[src/rtl/iram_stack_unit_pkg.sv]
// Shared types and helpers for the internal data RAM and its stack engine.
package iram_pkg;

    // Stack sequencer states.
    typedef enum logic [2:0] {
        IDLE = 3'd0,
        P_LO = 3'd1,
        P_HI = 3'd2,
        Q_HI = 3'd3,
        Q_LO = 3'd4,
        DONE = 3'd5
    } stk_state_t;

    // Stack pointer value after reset on a classic 8051.
    localparam logic [7:0] SP_RESET_DEFAULT = 8'h07;

    // Address of Rn inside the selected register bank (banks are 8 bytes at 0x00-0x1F).
    function automatic logic [7:0] rn_addr(input logic [1:0] bank, input logic [2:0] sel);
        return {3'b000, bank, sel};
    endfunction

endpackage

[src/rtl/iram_stack_unit_if.sv]
// Bus between decode/execute (master) and the internal data RAM (slave).
interface iram_stack_unit_if #(
    parameter int ADDR_W = 8
);
    // General and register-window read port.
    logic              rd_en;
    logic [ADDR_W-1:0] rd_addr;
    logic              reg_rd_en;
    logic [2:0]        reg_rd_sel;
    logic [7:0]        rd_data;
    logic              rd_valid;

    // General and register-window write port.
    logic              wr_en;
    logic [ADDR_W-1:0] wr_addr;
    logic [7:0]        wr_data;
    logic              reg_wr_en;
    logic [2:0]        reg_wr_sel;
    logic [1:0]        bank_sel;

    // Stack pointer access.
    logic              sp_wr_en;
    logic [ADDR_W-1:0] sp_wr_data;
    logic [ADDR_W-1:0] sp;

    // Push/pop sequencer.
    logic              push_req;
    logic              pop_req;
    logic              stk_two;
    logic [15:0]       push_data;
    logic [15:0]       pop_data;
    logic              stk_busy;
    logic              stk_done;
    logic              stk_ovf;
    logic              stk_unf;
    logic              flag_clr;

    modport master (
        output rd_en, rd_addr, reg_rd_en, reg_rd_sel,
        output wr_en, wr_addr, wr_data, reg_wr_en, reg_wr_sel, bank_sel,
        output sp_wr_en, sp_wr_data,
        output push_req, pop_req, stk_two, push_data, flag_clr,
        input  rd_data, rd_valid, sp, pop_data, stk_busy, stk_done, stk_ovf, stk_unf
    );

    modport slave (
        input  rd_en, rd_addr, reg_rd_en, reg_rd_sel,
        input  wr_en, wr_addr, wr_data, reg_wr_en, reg_wr_sel, bank_sel,
        input  sp_wr_en, sp_wr_data,
        input  push_req, pop_req, stk_two, push_data, flag_clr,
        output rd_data, rd_valid, sp, pop_data, stk_busy, stk_done, stk_ovf, stk_unf
    );

endinterface

[src/rtl/iram_stack_unit_ctrl.sv]
// Stack engine: sequencer FSM, stack pointer, sticky flags and pop result.
// Issues one write request and one read address per cycle into the RAM array.
module iram_stack_ctrl
    import iram_pkg::*;
#(
    parameter int                ADDR_W   = 8,
    parameter logic [ADDR_W-1:0] SP_RESET = ADDR_W'(SP_RESET_DEFAULT)
) (
    input  logic              clock,
    input  logic              reset,
    input  logic              push_req_i,
    input  logic              pop_req_i,
    input  logic              stk_two_i,
    input  logic [15:0]       push_data_i,
    input  logic              sp_wr_en_i,
    input  logic [ADDR_W-1:0] sp_wr_data_i,
    input  logic              flag_clr_i,
    output logic [ADDR_W-1:0] mem_rd_addr_o,
    input  logic [7:0]        mem_rd_data_i,
    output logic              mem_we_o,
    output logic [ADDR_W-1:0] mem_waddr_o,
    output logic [7:0]        mem_wdata_o,
    output logic [ADDR_W-1:0] sp_o,
    output logic [15:0]       pop_data_o,
    output logic              stk_busy_o,
    output logic              stk_done_o,
    output logic              stk_ovf_o,
    output logic              stk_unf_o
);

    stk_state_t        state_q, state_d;
    logic [ADDR_W-1:0] sp_q, sp_d;
    logic [15:0]       data_q, data_d;
    logic              two_q, two_d;
    logic [15:0]       pop_q, pop_d;
    logic              ovf_q, ovf_d;
    logic              unf_q, unf_d;
    logic [ADDR_W-1:0] sp_inc;
    logic [ADDR_W-1:0] sp_dec;

    assign sp_inc = sp_q + 1'b1;
    assign sp_dec = sp_q - 1'b1;

    // Pops read the byte at the current SP.
    assign mem_rd_addr_o = sp_q;

    assign sp_o       = sp_q;
    assign pop_data_o = pop_q;
    assign stk_busy_o = (state_q != IDLE);
    assign stk_done_o = (state_q == DONE);
    assign stk_ovf_o  = ovf_q;
    assign stk_unf_o  = unf_q;

    // Next-state, pointer/flag update and memory request for the sequencer.
    always_comb begin
        // NOTE: every output of this block gets a default first so no path leaves one unassigned (which would infer a latch).
        state_d     = state_q;
        sp_d        = sp_q;
        data_d      = data_q;
        two_d       = two_q;
        pop_d       = pop_q;
        ovf_d       = flag_clr_i ? 1'b0 : ovf_q;
        unf_d       = flag_clr_i ? 1'b0 : unf_q;
        mem_we_o    = 1'b0;
        mem_waddr_o = sp_inc;
        mem_wdata_o = data_q[7:0];

        unique case (state_q)
            IDLE: begin
                if (push_req_i) begin
                    // Push wins over a simultaneous pop.
                    state_d = P_LO;
                    data_d  = push_data_i;
                    two_d   = stk_two_i;
                end else if (pop_req_i) begin
                    state_d = stk_two_i ? Q_HI : Q_LO;
                    two_d   = stk_two_i;
                end else if (sp_wr_en_i) begin
                    sp_d = sp_wr_data_i;
                end
            end
            P_LO: begin
                mem_we_o    = 1'b1;
                mem_wdata_o = data_q[7:0];
                sp_d        = sp_inc;
                if (sp_q == '1) ovf_d = 1'b1;
                state_d = two_q ? P_HI : DONE;
            end
            P_HI: begin
                mem_we_o    = 1'b1;
                mem_wdata_o = data_q[15:8];
                sp_d        = sp_inc;
                if (sp_q == '1) ovf_d = 1'b1;
                state_d = DONE;
            end
            Q_HI: begin
                pop_d[15:8] = mem_rd_data_i;
                sp_d        = sp_dec;
                if (sp_q == SP_RESET) unf_d = 1'b1;
                state_d = Q_LO;
            end
            Q_LO: begin
                // A single-byte pop returns a zero-extended byte.
                pop_d   = {(two_q ? pop_q[15:8] : 8'h00), mem_rd_data_i};
                sp_d    = sp_dec;
                if (sp_q == SP_RESET) unf_d = 1'b1;
                state_d = DONE;
            end
            DONE: begin
                state_d = IDLE;
            end
            default: begin
                state_d = IDLE;
            end
        endcase
    end

    // Sequencer state, pointer, flags and latched operands.
    always_ff @(posedge clock) begin
        // NOTE: sequential state uses non-blocking assignments so every register samples pre-edge values.
        if (reset) begin
            state_q <= IDLE;
            sp_q    <= SP_RESET;
            data_q  <= '0;
            two_q   <= 1'b0;
            pop_q   <= '0;
            ovf_q   <= 1'b0;
            unf_q   <= 1'b0;
        end else begin
            state_q <= state_d;
            sp_q    <= sp_d;
            data_q  <= data_d;
            two_q   <= two_d;
            pop_q   <= pop_d;
            ovf_q   <= ovf_d;
            unf_q   <= unf_d;
        end
    end

endmodule

[src/rtl/iram_stack_unit.sv]
// 8051 internal data RAM with register-bank window, SFR-visible SP and a
// hardware push/pop engine. One write and one registered read per cycle.
module iram_stack_unit
    import iram_pkg::*;
#(
    parameter int                ADDR_W         = 8,
    parameter logic [ADDR_W-1:0] SP_RESET       = ADDR_W'(SP_RESET_DEFAULT),
    parameter bit                CLEAR_ON_RESET = 1'b1
) (
    input  logic              clock,
    input  logic              reset,
    iram_stack_unit_if.slave  bus
);

    localparam int DEPTH = 2 ** ADDR_W;

    logic [7:0]        mem_q [DEPTH];

    logic [ADDR_W-1:0] stk_rd_addr;
    logic [7:0]        stk_rd_data;
    logic              stk_we;
    logic [ADDR_W-1:0] stk_waddr;
    logic [7:0]        stk_wdata;

    logic              mem_we;
    logic [ADDR_W-1:0] mem_waddr;
    logic [7:0]        mem_wdata;

    logic [ADDR_W-1:0] rd_addr_sel;
    logic              rd_fire;
    logic [7:0]        rd_data_q;
    logic              rd_valid_q;

    iram_stack_ctrl #(
        .ADDR_W   (ADDR_W),
        .SP_RESET (SP_RESET)
    ) u_ctrl (
        .clock         (clock),
        .reset         (reset),
        .push_req_i    (bus.push_req),
        .pop_req_i     (bus.pop_req),
        .stk_two_i     (bus.stk_two),
        .push_data_i   (bus.push_data),
        .sp_wr_en_i    (bus.sp_wr_en),
        .sp_wr_data_i  (bus.sp_wr_data),
        .flag_clr_i    (bus.flag_clr),
        .mem_rd_addr_o (stk_rd_addr),
        .mem_rd_data_i (stk_rd_data),
        .mem_we_o      (stk_we),
        .mem_waddr_o   (stk_waddr),
        .mem_wdata_o   (stk_wdata),
        .sp_o          (bus.sp),
        .pop_data_o    (bus.pop_data),
        .stk_busy_o    (bus.stk_busy),
        .stk_done_o    (bus.stk_done),
        .stk_ovf_o     (bus.stk_ovf),
        .stk_unf_o     (bus.stk_unf)
    );

    // Combinational array read for the stack engine.
    assign stk_rd_data = mem_q[stk_rd_addr];

    // Single write port arbitration: stack engine, then register window, then general write.
    always_comb begin
        mem_we    = 1'b0;
        mem_waddr = '0;
        mem_wdata = '0;
        if (stk_we) begin
            mem_we    = 1'b1;
            mem_waddr = stk_waddr;
            mem_wdata = stk_wdata;
        end else if (bus.reg_wr_en) begin
            mem_we    = 1'b1;
            mem_waddr = ADDR_W'(rn_addr(bus.bank_sel, bus.reg_wr_sel));
            mem_wdata = bus.wr_data;
        end else if (bus.wr_en) begin
            mem_we    = 1'b1;
            mem_waddr = bus.wr_addr;
            mem_wdata = bus.wr_data;
        end
    end

    // Array write, with optional clear on reset.
    always_ff @(posedge clock) begin
        // NOTE: the array is cleared only when CLEAR_ON_RESET is set; otherwise it carries no reset so it can map onto a plain RAM.
        if (reset) begin
            if (CLEAR_ON_RESET) begin
                for (int i = 0; i < DEPTH; i++) mem_q[i] <= '0;
            end
        end else if (mem_we) begin
            mem_q[mem_waddr] <= mem_wdata;
        end
    end

    // Read address select: register window beats the general address.
    always_comb begin
        rd_addr_sel = bus.rd_addr;
        if (bus.reg_rd_en) rd_addr_sel = ADDR_W'(rn_addr(bus.bank_sel, bus.reg_rd_sel));
    end

    assign rd_fire = bus.reg_rd_en | bus.rd_en;

    // Registered read port; same-cycle write to the same address returns the old byte.
    always_ff @(posedge clock) begin
        if (reset) begin
            rd_data_q  <= '0;
            rd_valid_q <= 1'b0;
        end else begin
            rd_valid_q <= rd_fire;
            if (rd_fire) rd_data_q <= mem_q[rd_addr_sel];
        end
    end

    assign bus.rd_data  = rd_data_q;
    assign bus.rd_valid = rd_valid_q;

endmodule

[src/flat_wrapper.sv]
// flat-port wrapper written by rule: the top's interface ports become plain ports
module iram_stack_unit_flat import iram_pkg::*;
#(
    parameter int                ADDR_W         = 8,
    parameter logic [ADDR_W-1:0] SP_RESET       = ADDR_W'(SP_RESET_DEFAULT),
    parameter bit                CLEAR_ON_RESET = 1'b1
)
  (clock, reset, bus_rd_en, bus_rd_addr, bus_reg_rd_en, bus_reg_rd_sel, bus_wr_en, bus_wr_addr, bus_wr_data, bus_reg_wr_en, bus_reg_wr_sel, bus_bank_sel, bus_sp_wr_en, bus_sp_wr_data, bus_push_req, bus_pop_req, bus_stk_two, bus_push_data, bus_flag_clr, bus_rd_data, bus_rd_valid, bus_sp, bus_pop_data, bus_stk_busy, bus_stk_done, bus_stk_ovf, bus_stk_unf);
  iram_stack_unit_if #(.ADDR_W(ADDR_W)) bus_i ();
  input  logic clock;
  input  logic reset;
  input wire logic [$bits(bus_i.rd_en)-1:0] bus_rd_en;
  input wire logic [$bits(bus_i.rd_addr)-1:0] bus_rd_addr;
  input wire logic [$bits(bus_i.reg_rd_en)-1:0] bus_reg_rd_en;
  input wire logic [$bits(bus_i.reg_rd_sel)-1:0] bus_reg_rd_sel;
  input wire logic [$bits(bus_i.wr_en)-1:0] bus_wr_en;
  input wire logic [$bits(bus_i.wr_addr)-1:0] bus_wr_addr;
  input wire logic [$bits(bus_i.wr_data)-1:0] bus_wr_data;
  input wire logic [$bits(bus_i.reg_wr_en)-1:0] bus_reg_wr_en;
  input wire logic [$bits(bus_i.reg_wr_sel)-1:0] bus_reg_wr_sel;
  input wire logic [$bits(bus_i.bank_sel)-1:0] bus_bank_sel;
  input wire logic [$bits(bus_i.sp_wr_en)-1:0] bus_sp_wr_en;
  input wire logic [$bits(bus_i.sp_wr_data)-1:0] bus_sp_wr_data;
  input wire logic [$bits(bus_i.push_req)-1:0] bus_push_req;
  input wire logic [$bits(bus_i.pop_req)-1:0] bus_pop_req;
  input wire logic [$bits(bus_i.stk_two)-1:0] bus_stk_two;
  input wire logic [$bits(bus_i.push_data)-1:0] bus_push_data;
  input wire logic [$bits(bus_i.flag_clr)-1:0] bus_flag_clr;
  output wire logic [$bits(bus_i.rd_data)-1:0] bus_rd_data;
  output wire logic [$bits(bus_i.rd_valid)-1:0] bus_rd_valid;
  output wire logic [$bits(bus_i.sp)-1:0] bus_sp;
  output wire logic [$bits(bus_i.pop_data)-1:0] bus_pop_data;
  output wire logic [$bits(bus_i.stk_busy)-1:0] bus_stk_busy;
  output wire logic [$bits(bus_i.stk_done)-1:0] bus_stk_done;
  output wire logic [$bits(bus_i.stk_ovf)-1:0] bus_stk_ovf;
  output wire logic [$bits(bus_i.stk_unf)-1:0] bus_stk_unf;
  assign bus_i.rd_en = bus_rd_en;
  assign bus_i.rd_addr = bus_rd_addr;
  assign bus_i.reg_rd_en = bus_reg_rd_en;
  assign bus_i.reg_rd_sel = bus_reg_rd_sel;
  assign bus_i.wr_en = bus_wr_en;
  assign bus_i.wr_addr = bus_wr_addr;
  assign bus_i.wr_data = bus_wr_data;
  assign bus_i.reg_wr_en = bus_reg_wr_en;
  assign bus_i.reg_wr_sel = bus_reg_wr_sel;
  assign bus_i.bank_sel = bus_bank_sel;
  assign bus_i.sp_wr_en = bus_sp_wr_en;
  assign bus_i.sp_wr_data = bus_sp_wr_data;
  assign bus_i.push_req = bus_push_req;
  assign bus_i.pop_req = bus_pop_req;
  assign bus_i.stk_two = bus_stk_two;
  assign bus_i.push_data = bus_push_data;
  assign bus_i.flag_clr = bus_flag_clr;
  assign bus_rd_data = bus_i.rd_data;
  assign bus_rd_valid = bus_i.rd_valid;
  assign bus_sp = bus_i.sp;
  assign bus_pop_data = bus_i.pop_data;
  assign bus_stk_busy = bus_i.stk_busy;
  assign bus_stk_done = bus_i.stk_done;
  assign bus_stk_ovf = bus_i.stk_ovf;
  assign bus_stk_unf = bus_i.stk_unf;
  iram_stack_unit #(.ADDR_W(ADDR_W), .SP_RESET(SP_RESET), .CLEAR_ON_RESET(CLEAR_ON_RESET)) u_core (.clock(clock), .reset(reset), .bus(bus_i));
endmodule
[config.mk]
export PLATFORM = sky130hd
export DESIGN_NAME = iram_stack_unit_flat
export DESIGN_NICKNAME = d
export VERILOG_FILES = /design/src/rtl/iram_stack_unit_pkg.sv /design/src/rtl/iram_stack_unit_if.sv /design/src/rtl/iram_stack_unit_ctrl.sv /design/src/rtl/iram_stack_unit.sv /design/src/flat_wrapper.sv
export SDC_FILE = /design/constraint.sdc
export NUM_CORES = 2
export LEC_CHECK = 0
export BUFFER_PORTS_ARGS = -buffer_cell sky130_fd_sc_hd__buf_2
export CORE_ASPECT_RATIO = 0.9
export CORE_MARGIN = 3
export CORE_UTILIZATION = 30
export CTS_CLUSTER_SIZE = 24
export DETAILED_ROUTE_END_ITERATION = 8
export PLACE_DENSITY_LB_ADDON = 0.08
export SLEW_MARGIN = 40
export SYNTH_ARGS = -nofsm -noshare
export SYNTH_HDL_FRONTEND = slang
export SYNTH_HIERARCHICAL = 1
export SYNTH_SLANG_ARGS = --single-unit
[constraint.sdc]
create_clock -name clock -period 7.97 [get_ports clock]
set_input_delay 1.594 -clock clock [delete_from_list [all_inputs] [get_ports clock]]
set_output_delay 1.594 -clock clock [all_outputs]
set_load 0.01 [all_outputs]
==> metrics.yaml <==
p_leak_uw: 0.0418
max_freq_mhz: 183
hold_buffers: 0
viasPerCell: 5.84
wl_per_cell_um: 36.6
area_growth_syn_to_layout_pct: 13.2
synth_simple_gate_area_share_pct: 12.1
vias: 77100
fin_area_um2: 124000
syn-num-nets: 8282
numCtsBuffers: 242
rows: 210
finalMaxSlewViolations: 0
rsz0062_at_grt: "false"
place.gp.congestion: 0.875
crit_path_end_kind: "register"
powerDensity_nw_per_um2: 289
finalHoldViolCount: 0
totalWireLength_mm: 484
dr_wl_met2_mm: 216
drv_cap: 0
cts_resized: 0
fin_crit_sh_pct: 68.4
ys.flop_type: "edfxtp_1"
grt_pass1_vias: 74200
synth_compound_area_share_pct: 4.68
status: "completed"
synth.mux.area_fraction_pct: 22.9
htreeDepth: 4
initialDrtViolationCount: 10200
clk_latency_ns: 0.94
cts_tree: "done"
setup_viol: 0
grt_usage_pct: 25.3
synth_top_family_by_area: "multiplexers"
clockRootBuffer: "clkbuf_16"
antenna_left: 0
firstDrtPassIters: 6
worst_ep_arrival_time_ns: 6.02
ys_seq_area_share_pct: 57.0
core_area_um2: 364000
synth_cell_type_count: 79
hold_ws_ns: 0.454
avgSynthCellArea_um2: 13.4
clkPwrFrac_pct: 30.9
overflow: 0
cts_setup_buffers: 0
drc_errors: 0
antenna_found_initial: 63
wl_met3_mm: 39.4
final_nets: 8181
max_slew_margin_pct: 31.0
ys_seq_elements: 2103
critical_path.startpoint_type: "register"
synth_xor_area_share_pct: 0.0798
routed.top_layer: "met5"
cts.sinks: 2103
p_int_uw: 22900
start_util_pct: 30.2
clock_tree.buffer_depth: 4
fin_worst_skew_ns: 0.0446
min_period_ns: 5.46
syn-instance-count: 8213
worst_ir_drop_vdd_mv: 0.209
synth-edff-count: 2048
grt_pass1_wl_mm: 660
async_reset_ff_share_pct: 0
worstHoldPathType: "register to register"
required_ns: 8.53
place_area_um2: 116000
yosysWarnings: 6
worstMarginPinSlew_ns: 1.04
power_frac_seq_pct: 36.1
drive_above_1_share_pct: 21.2
pin_count: 104
hpwl_mm: 330
swShare_pct: 36.3
synthAdderAreaFrac_pct: 0.0228
setup.worst_path.class: "register to register"
pwr-share-comb_pct: 33.0
syn_area_um2: 110000
dieWidth_um: 644
fp.dieH_um: 580
p_sw_uw: 13000
io_buffers: 103
die-area_um2: 373000
grt_max_degree: 108
cp_max_fo: 22
met1_length_mm: 213
cts.clk_slew.worst_paths_ns: 0.06
==> layer usage <==
| metal | up-vias | GRT usage [%] |
|---|---|---|
| met2 | 3815 | 38.3 |
| met4 | 12 | 7.46 |
| li1 | 31100 | - |
| met1 | 41600 | 37.0 |
| met3 | 557 | 4.36 |
| met5 | - | 0 |
==> placed cells by master (no fill, tap or decap), drive strengths merged, types with 12 or more instances in the layout <==
cell / n
o22ai: 80
nand2b: 264
nand2: 611
nor4: 21
a22oi: 13
clkinv: 116
mux2: 15
clkbuf: 292
bufinv: 20
nand3: 32
o21ai: 74
a2111oi: 28
edfxtp: 2048
inv: 22
a31oi: 25
o221ai: 176
a21oi: 284
a211oi: 12
mux4: 936
buf: 384
nor3: 109
nor2: 2133
diode: 19
nor3b: 15
dfxtp: 55
mux2i: 386
==> power groups by stage <==
stage	Sequential, uW	Combinational (uW)	Clock [uW]
after detailed placement	13200	11800	0
final	13000	11900	11100
after global routing	13000	12100	11800
after CTS	13000	11800	11400
after floorplan	12900	6490	0
after global placement	13200	11700	0
==> through the flow <==
stage | setup TNS, ns | total power, uW | utilization [%] | setup WS (ns) | instances
after CTS | 0 | 36200 | 34.1 | 2.65 | 13200
final | 0 | 36000 | 34.1 | 2.51 | 13200
after global routing | 0 | 36900 | 34.1 | 2.38 | 13200
after floorplan | 0 | 19400 | - | 3.75 | 8213
after global placement | -0.0158 | 24900 | 31.8 | -0.0158 | 12700
after detailed placement | 0 | 25000 | 32.0 | 1.72 | 12700
==> flip-flops by register name, summed over array words and instances (netlist names) <==
signal	cells
u_core/u_ctrl/data_q	16
u_core/u_ctrl/mem_rd_addr_o	8
u_core/u_ctrl/stk_ovf_o	1
u_core/bus.rd_data	8
u_core/u_ctrl/pop_data_o	16
u_core/u_ctrl/state_q	3
u_core/u_ctrl/stk_unf_o	1
u_core/u_ctrl/two_q	1
u_core/mem_q	2048
u_core/bus.rd_valid	1
==> cell families after synthesis <==
group	Yosys count
AND/OR/NAND/NOR	3241
flip-flops	2103
multiplexers	1337
AO/OA/AOI/OAI	777
buffers and inverters	743
XOR/XNOR	10
adder cells (fa/ha/maj)	2
==> cells in the mapped netlist (7+ instances only) <==
cell       number  area (um2)
nor2_1       2132        8000
edfxtp_1     2048       61500
mux4_2        923       20800
nand2_1       611        2290
clkbuf_1      445        1670
mux2i_1       385        3850
a21oi_1       283        1420
nand2b_1      264        1650
o221ai_1      176        1540
buf_2         123         616
nor3_1        109         546
o22ai_1        80         500
o21ai_0        70         350
buf_4          67         503
buf_1          61         229
dfxtp_1        55        1100
nand3_1        32         160
a2111oi_0      28         245
a31oi_1        25         156
buf_6          23         259
nor4_1         21         131
mux2_2         15         169
nor3b_1        15         113
inv_1          14        52.6
a22oi_1        13        97.6
mux4_1         13         342
a211oi_1       12        90.1
o211ai_1       11        82.6
a21o_1          9        67.6
o21a_1          9        67.6
o31ai_1         9        67.6
or3_1           9        56.3
a32oi_1         8        70.1
nand4_1         8        50.1
and3_1          7        43.8
o32ai_1         7        61.3
==> path summary, 6_finish.rpt <==
kind | start | slack, ns | end | cells past startpoint
worst min register to register | u_core/u_ctrl/data_q[2] | 0.45 | u_core/u_ctrl/data_q[2] | 2
worst max-delay path | u_core/u_ctrl/state_q[0] | 2.51 | u_core/mem_q[118][7] | 11
worst min-delay path | u_core/u_ctrl/data_q[2] | 0.45 | u_core/u_ctrl/data_q[2] | 2
worst max register to register | u_core/u_ctrl/state_q[0] | 2.51 | u_core/mem_q[118][7] | 11
==> cell type report <==
class / instances / area, um2
Multi-Input combinational cell: 5367 / 44300
Clock buffer: 292 / 6340
Sequential cell: 2103 / 62600
Antenna cell: 19 / 47.5
Inverter: 14 / 52.6
Fill cell: 35400 / 240000
Clock inverter: 152 / 1290
Tap cell: 4876 / 6100
Timing Repair Buffer: 384 / 3550
==> worst max-delay path: stages (launching register included) <==
cell      delay [ns]
dfxtp_1         0.81
xor2_1          0.17
nand2_1         0.22
clkinv_1        0.45
buf_4           0.44
a221o_1         0.34
o21ai_1         0.10
buf_4           0.26
nand2b_1        0.29
nor2_1          0.78
nand2_1         0.63
nand2b_1        0.54
(Power assumes the default switching activity.)
